## config.mk

```make
export PLATFORM = sky130hd
export DESIGN_NAME = axi4_master_bridge
export DESIGN_NICKNAME = d
export VERILOG_FILES = /design/src/rtl/axi4_master_bridge.sv
export SDC_FILE = /design/constraint.sdc
export NUM_CORES = 1
export LEC_CHECK = 0
export ABC_CLOCK_PERIOD_IN_PS = 2550
export CAP_MARGIN = 10
export CORE_AREA = 2 2 175 177
export CTS_CLUSTER_DIAMETER = 120
export DETAILED_ROUTE_END_ITERATION = 16
export DIE_AREA = 0 0 177 179
export GPL_TIMING_DRIVEN = 0
export PLACE_DENSITY = 0.52
export SLEW_MARGIN = 15
export SYNTH_ARGS = -nofsm -noshare
export SYNTH_HDL_FRONTEND = slang
export SYNTH_SLANG_ARGS = --single-unit
```

## constraint.sdc

```tcl
create_clock -name clock -period 2.55 [get_ports clock]
set_clock_uncertainty 0.2 [all_clocks]
set_input_delay 0.255 -clock clock [delete_from_list [all_inputs] [get_ports clock]]
set_output_delay 0.255 -clock clock [all_outputs]
set_load 0.05 [all_outputs]
```

## src/rtl/axi4_master_bridge.sv

```systemverilog
`timescale 1ns/1ps
// axi4_master_bridge
// Turns a simple core request/stream interface into AXI4 INCR read and write
// bursts. Only one transaction is in flight at a time. Read beats and write
// completions come back to the core as one-cycle rsp pulses, one cycle after
// the AXI handshake that produced them.
module axi4_master_bridge #(
    parameter int              ADDR_W = 32,
    parameter int              DATA_W = 64,
    parameter int              ID_W   = 4,
    parameter logic [ID_W-1:0] AXI_ID = '0
) (
    input  logic                clock,
    input  logic                reset,
    input  logic                req_valid,
    output logic                req_ready,
    input  logic                req_write,
    input  logic [ADDR_W-1:0]   req_addr,
    input  logic [7:0]          req_len,
    input  logic [2:0]          req_size,
    input  logic                wd_valid,
    output logic                wd_ready,
    input  logic [DATA_W-1:0]   wd_data,
    input  logic [DATA_W/8-1:0] wd_strb,
    output logic                rsp_valid,
    output logic [DATA_W-1:0]   rsp_data,
    output logic                rsp_last,
    output logic                rsp_err,
    output logic                io_master_awvalid,
    input  logic                io_master_awready,
    output logic [ID_W-1:0]     io_master_awid,
    output logic [ADDR_W-1:0]   io_master_awaddr,
    output logic [7:0]          io_master_awlen,
    output logic [2:0]          io_master_awsize,
    output logic [1:0]          io_master_awburst,
    output logic                io_master_wvalid,
    input  logic                io_master_wready,
    output logic [DATA_W-1:0]   io_master_wdata,
    output logic [DATA_W/8-1:0] io_master_wstrb,
    output logic                io_master_wlast,
    input  logic                io_master_bvalid,
    output logic                io_master_bready,
    input  logic [ID_W-1:0]     io_master_bid,
    input  logic [1:0]          io_master_bresp,
    output logic                io_master_arvalid,
    input  logic                io_master_arready,
    output logic [ID_W-1:0]     io_master_arid,
    output logic [ADDR_W-1:0]   io_master_araddr,
    output logic [7:0]          io_master_arlen,
    output logic [2:0]          io_master_arsize,
    output logic [1:0]          io_master_arburst,
    input  logic                io_master_rvalid,
    output logic                io_master_rready,
    input  logic [ID_W-1:0]     io_master_rid,
    input  logic [1:0]          io_master_rresp,
    input  logic [DATA_W-1:0]   io_master_rdata,
    input  logic                io_master_rlast
);

    localparam logic [1:0] BURST_INCR = 2'b01;

    typedef enum logic [2:0] {
        S_IDLE  = 3'd0,
        S_RADDR = 3'd1,
        S_RDATA = 3'd2,
        S_WRITE = 3'd3,
        S_WRESP = 3'd4
    } state_t;

    state_t              state_q, state_d;
    logic [ADDR_W-1:0]   addr_q, addr_d;
    logic [7:0]          len_q, len_d;
    logic [2:0]          size_q, size_d;
    logic [7:0]          cnt_q, cnt_d;
    logic                err_q, err_d;
    logic                aw_done_q, aw_done_d;
    logic                w_done_q, w_done_d;
    logic                arvalid_q, arvalid_d;
    logic                awvalid_q, awvalid_d;
    logic                rsp_valid_q, rsp_valid_d;
    logic [DATA_W-1:0]   rsp_data_q, rsp_data_d;
    logic                rsp_last_q, rsp_last_d;
    logic                rsp_err_q, rsp_err_d;

    logic w_active;
    logic ar_hs, aw_hs, w_hs, r_hs, b_hs;
    logic beat_err;
    logic last_w_now;
    logic aw_now;

    // Channel-level control derived from the current state
    always_comb begin
        w_active          = (state_q == S_WRITE) && !w_done_q;
        req_ready         = (state_q == S_IDLE);
        io_master_rready  = (state_q == S_RDATA);
        io_master_bready  = (state_q == S_WRESP);
        io_master_wvalid  = w_active && wd_valid;
        wd_ready          = w_active && io_master_wready;
        io_master_wlast   = w_active && (cnt_q == len_q);
        io_master_wdata   = wd_data;
        io_master_wstrb   = wd_strb;

        ar_hs = arvalid_q && io_master_arready;
        aw_hs = awvalid_q && io_master_awready;
        w_hs  = io_master_wvalid && io_master_wready;
        r_hs  = io_master_rready && io_master_rvalid;
        b_hs  = io_master_bready && io_master_bvalid;

        // A read beat is bad on a non-OKAY response, a foreign ID, or when
        // rlast disagrees with whether this is beat number len.
        beat_err = (io_master_rresp != 2'b00) || (io_master_rid != AXI_ID) ||
                   (io_master_rlast != (cnt_q == len_q));

        last_w_now = w_done_q || (w_hs && (cnt_q == len_q));
        aw_now     = aw_done_q || aw_hs;
    end

    // Next-state and next-output computation for the transaction FSM
    always_comb begin
        state_d     = state_q;
        addr_d      = addr_q;
        len_d       = len_q;
        size_d      = size_q;
        cnt_d       = cnt_q;
        err_d       = err_q;
        aw_done_d   = aw_done_q;
        w_done_d    = w_done_q;
        arvalid_d   = arvalid_q;
        awvalid_d   = awvalid_q;
        rsp_valid_d = 1'b0;
        rsp_data_d  = rsp_data_q;
        rsp_last_d  = rsp_last_q;
        rsp_err_d   = rsp_err_q;

        case (state_q)
            S_IDLE: begin
                if (req_valid) begin
                    addr_d    = req_addr;
                    len_d     = req_len;
                    size_d    = req_size;
                    cnt_d     = 8'd0;
                    err_d     = 1'b0;
                    aw_done_d = 1'b0;
                    w_done_d  = 1'b0;
                    if (req_write) begin
                        awvalid_d = 1'b1;
                        state_d   = S_WRITE;
                    end else begin
                        arvalid_d = 1'b1;
                        state_d   = S_RADDR;
                    end
                end
            end
            S_RADDR: begin
                if (ar_hs) begin
                    arvalid_d = 1'b0;
                    state_d   = S_RDATA;
                end
            end
            S_RDATA: begin
                if (r_hs) begin
                    cnt_d       = cnt_q + 8'd1;
                    err_d       = err_q || beat_err;
                    rsp_valid_d = 1'b1;
                    rsp_data_d  = io_master_rdata;
                    rsp_last_d  = io_master_rlast;
                    rsp_err_d   = err_q || beat_err;
                    // rlast always ends the burst, early or not
                    if (io_master_rlast) begin
                        state_d = S_IDLE;
                    end
                end
            end
            S_WRITE: begin
                if (aw_hs) begin
                    awvalid_d = 1'b0;
                    aw_done_d = 1'b1;
                end
                if (w_hs) begin
                    cnt_d = cnt_q + 8'd1;
                    // separate done flag: with len=255 the counter wraps to 0
                    if (cnt_q == len_q) begin
                        w_done_d = 1'b1;
                    end
                end
                if (aw_now && last_w_now) begin
                    state_d = S_WRESP;
                end
            end
            S_WRESP: begin
                if (b_hs) begin
                    rsp_valid_d = 1'b1;
                    rsp_data_d  = '0;
                    rsp_last_d  = 1'b1;
                    rsp_err_d   = (io_master_bresp != 2'b00) || (io_master_bid != AXI_ID);
                    state_d     = S_IDLE;
                end
            end
            default: begin
                state_d = S_IDLE;
            end
        endcase
    end

    // State and registered outputs; reset drops everything immediately
    always_ff @(posedge clock or negedge reset) begin
        if (!reset) begin
            state_q     <= S_IDLE;
            addr_q      <= '0;
            len_q       <= 8'd0;
            size_q      <= 3'd0;
            cnt_q       <= 8'd0;
            err_q       <= 1'b0;
            aw_done_q   <= 1'b0;
            w_done_q    <= 1'b0;
            arvalid_q   <= 1'b0;
            awvalid_q   <= 1'b0;
            rsp_valid_q <= 1'b0;
            rsp_data_q  <= '0;
            rsp_last_q  <= 1'b0;
            rsp_err_q   <= 1'b0;
        end else begin
            state_q     <= state_d;
            addr_q      <= addr_d;
            len_q       <= len_d;
            size_q      <= size_d;
            cnt_q       <= cnt_d;
            err_q       <= err_d;
            aw_done_q   <= aw_done_d;
            w_done_q    <= w_done_d;
            arvalid_q   <= arvalid_d;
            awvalid_q   <= awvalid_d;
            rsp_valid_q <= rsp_valid_d;
            rsp_data_q  <= rsp_data_d;
            rsp_last_q  <= rsp_last_d;
            rsp_err_q   <= rsp_err_d;
        end
    end

    // Address-channel fields are the captured request, held until handshake
    always_comb begin
        io_master_arvalid = arvalid_q;
        io_master_arid    = AXI_ID;
        io_master_araddr  = addr_q;
        io_master_arlen   = len_q;
        io_master_arsize  = size_q;
        io_master_arburst = BURST_INCR;
        io_master_awvalid = awvalid_q;
        io_master_awid    = AXI_ID;
        io_master_awaddr  = addr_q;
        io_master_awlen   = len_q;
        io_master_awsize  = size_q;
        io_master_awburst = BURST_INCR;
        rsp_valid         = rsp_valid_q;
        rsp_data          = rsp_data_q;
        rsp_last          = rsp_last_q;
        rsp_err           = rsp_err_q;
    end

endmodule

```

==> flow_summary.ini <==
[critical_path]
cpPeakStageDelay_ns = 0.57
worst-path-max-fanout = 10
cp-start-kind = flop
arrival_ns = 2.00
crit_chain = buf_2 > nor3b_2 > dlygate4sd2_1
worstSetupPathType = reg -> out
cp_top_family = buffers and inverters
crit_buf_inv = 2
cpMaxStageDelayCell = dlygate4sd2_1
worstPathRequired_ns = 2.10
cp-end-kind = output port

[final_layout]
fin_cells = 1300
diodes = 0
area_growth_pct = 80.3
final_util_pct = 36.1
fin_nets = 1094
drive_gt1_share_pct = 26.9
final_area_um2 = 10800

[routing]
first_iter_violations = 170
wl_per_cell_um = 15.3
vias = 5075
post_drt_via_cell_ratio = 3.90
antenna_left = 0
drc_errors = 0
dr.pass1.iters = 4
wl_mm = 19.8

[timing]
rsz0062_at_grt = false
setup_viol = 0
max_clock_freq_mhz = 407
tns_ns = 0
relSlewSlack_pct = 54.7
drv_slew = 0
final.setup.worst_slack_ns = 0.0925
hold_viol_final = 0
whs_ns = 0.146
worst_slew_pin_slew_ns = 0.674
period_needed_ns = 2.46
fin_crit_sh_pct = 96.4

[logic_synthesis]
yosys.cell_types.count = 46
synth_edf_count = 0
syn_area_um2 = 6010
ys.flop_type = dfrtp_1
postSynth.asyncResetShare_pct = 100
ys_ff_latch = 126
ys_seq_area_share_pct = 52.4
synthCells = 496
syn_area_per_cell_um2 = 12.1
synth_warnings = 0

[status]
outcome = completed

[placement]
io_buffers = 362
dp.cells = 1265
globalplace.congestion = 0.737
hpwl_mm = 15.5
pre_cts_slack_ns = -0.383
placed_area_um2 = 10200

[floorplanning]
core-area_um2 = 30000
design.die.area_um2 = 31700
die_x_um = 177
initial_core_util_pct = 20.0
io_pins = 447
rows = 64
die_h_um = 179

[flow_run]
drv_cap = 0

[clock_tree]
numClockSinks = 126
insertion_delay_ns = 0.41
cts_buffers = 17
ctsLongestPathBuffers = 2
clkTransAtPathRegs_ns = 0.07
htreeDepth = 4
cts_tree = yes
clockRootBuffer = clkbuf_16

[global_routing]
grt_pass1_vias = 5062
grt_pass1_wl_mm = 29.2
grt_max_degree = 70
antenna_found_initial = 0
grt-ovfl-total = 0
track_usage_pct = 12.1

[hold_path]
min_path_type = in -> async

[power_and_ir_drop]
total_leakage_power_nw = 4.80
p_per_area_nw_per_um2 = 535
design_power_total_mw = 5.80
ir_drop_mv = 0.317
cells by family (layout without fill, tap and decap cells):
| logic type | count (synthesis) | in the layout | share of synthesized area (%) |
|---|---|---|---|
| AOI/OAI and AO/OA | 88 | 88 | 12.0 |
| xor gates and xnor gates | 15 | 15 | 2.18 |
| adders and majority gates | 1 | 1 | 0.208 |
| buffers and inverters | 157 | 555 | 18.2 |
| DFF | 126 | 126 | 52.4 |
| muxes | 47 | 47 | 8.95 |
| other | 2 | 12 | 0.125 |
| and+or+nand+nor | 60 | 60 | 5.93 |
layer usage:
metal | vias up | part of all wire [%] | global-route usage [%]
li1 | 2393 | - | -
met1 | 2413 | 41 | 14.6
met2 | 263 | 50 | 20.5
met3 | 6 | 8.8 | 4.22
met4 | 0 | 0.76 | 2.69
met5 | - | 0 | 0
where the power goes:
| group | total (mW) | internal [mW] | switching, mW |
|---|---|---|---|
| logic | 1.23 | 0.549 | 0.682 |
| clock network | 2.50 | 1.55 | 0.949 |
| registers | 2.08 | 2.04 | 0.0383 |
worst reg2reg max path, cell delays in order, from the launching register on:
cell and delay [ns]:
dfrtp_1 0.42, buf_4 0.20, nor4_2 0.58, buf_2 0.39
mux2_2 0.38
final cells by class:
| class | count | area, µm² |
|---|---|---|
| Timing Repair Buffer | 366 | 3670 |
| Clock inverter | 12 | 161 |
| Multi-Input combinational cell | 223 | 1840 |
| Clock buffer | 20 | 437 |
| Fill cell | 3056 | 19200 |
| Sequential cell | 126 | 3150 |
| Tap cell | 396 | 495 |
| Buffer | 151 | 1070 |
| Inverter | 6 | 22.5 |
final timing paths:
check,start,end,slack [ns],cells past startpoint
setup reg to reg,state_q[1],io_master_araddr[12],0.26,4
min in group clock,io_master_rdata[41],rsp_data[41],0.24,2
hold reg to reg,aw_done_q,aw_done_q,0.30,2
setup / recovery,state_q[2],io_master_bready,0.09,3
hold / removal,reset,io_master_arvalid,0.15,2
max in group asynchronous,reset,rsp_data[21],1.27,3
registers in the layout, indices dropped and copies added, names as in the netlist:
signal and cells:
rsp_valid 1, cnt_q 8, io_master_arlen 8, rsp_err 1
w_done_q 1, rsp_last 1, io_master_araddr 32, io_master_arvalid 1
rsp_data 64, io_master_arsize 3, err_q 1, state_q 3
aw_done_q 1, io_master_awvalid 1
placed cells by master (no fill, tap or decap), drive strengths merged, types with 2 or more instances in the layout:
cell type      Yosys  routed
mux2              44      44
a22o              64      64
a21oi              6       6
nand3              4       4
o211ai             2       2
o21ai              7       7
clkinv             0       4
clkbuf             6      26
bufinv             0       3
xnor2              7       7
nor2              14      14
nor4               9       9
xor2               8       8
clkdlybuf4s50      0     355
nand3b             2       2
and2               2       2
mux2i              3       3
a31oi              2       2
clkinvlp           0       3
nand2b             3       3
inv                6       8
conb               2      12
nor3b              2       2
dfrtp            126     126
nand2             11      11
buf              145     153
nor3               5       5
Yosys cell counts, drive strengths merged, types with 4 or more instances:
master / instances / area (µm²)
nor3: 5 / 30.0
nor4: 9 / 81.3
o21ai: 7 / 35.0
xnor2: 7 / 61.3
mux2: 44 / 495
a22o: 64 / 561
a21oi: 6 / 33.8
dfrtp: 126 / 3150
xor2: 8 / 70.1
clkbuf: 6 / 22.5
nor2: 14 / 52.6
nand2: 11 / 41.3
nand3: 4 / 20.0
inv: 6 / 22.5
buf: 145 / 1050
repair_timing:
item / in CTS / in global routing
pin swaps: 1 / 2
hold endpoints to repair: 57 / 0
setup endpoints to repair: 6 / 5
gates resized for setup: 28 / 8
hold buffers: 1 / 0
setup buffers: 0 / 2
(Power assumes the default switching activity.)
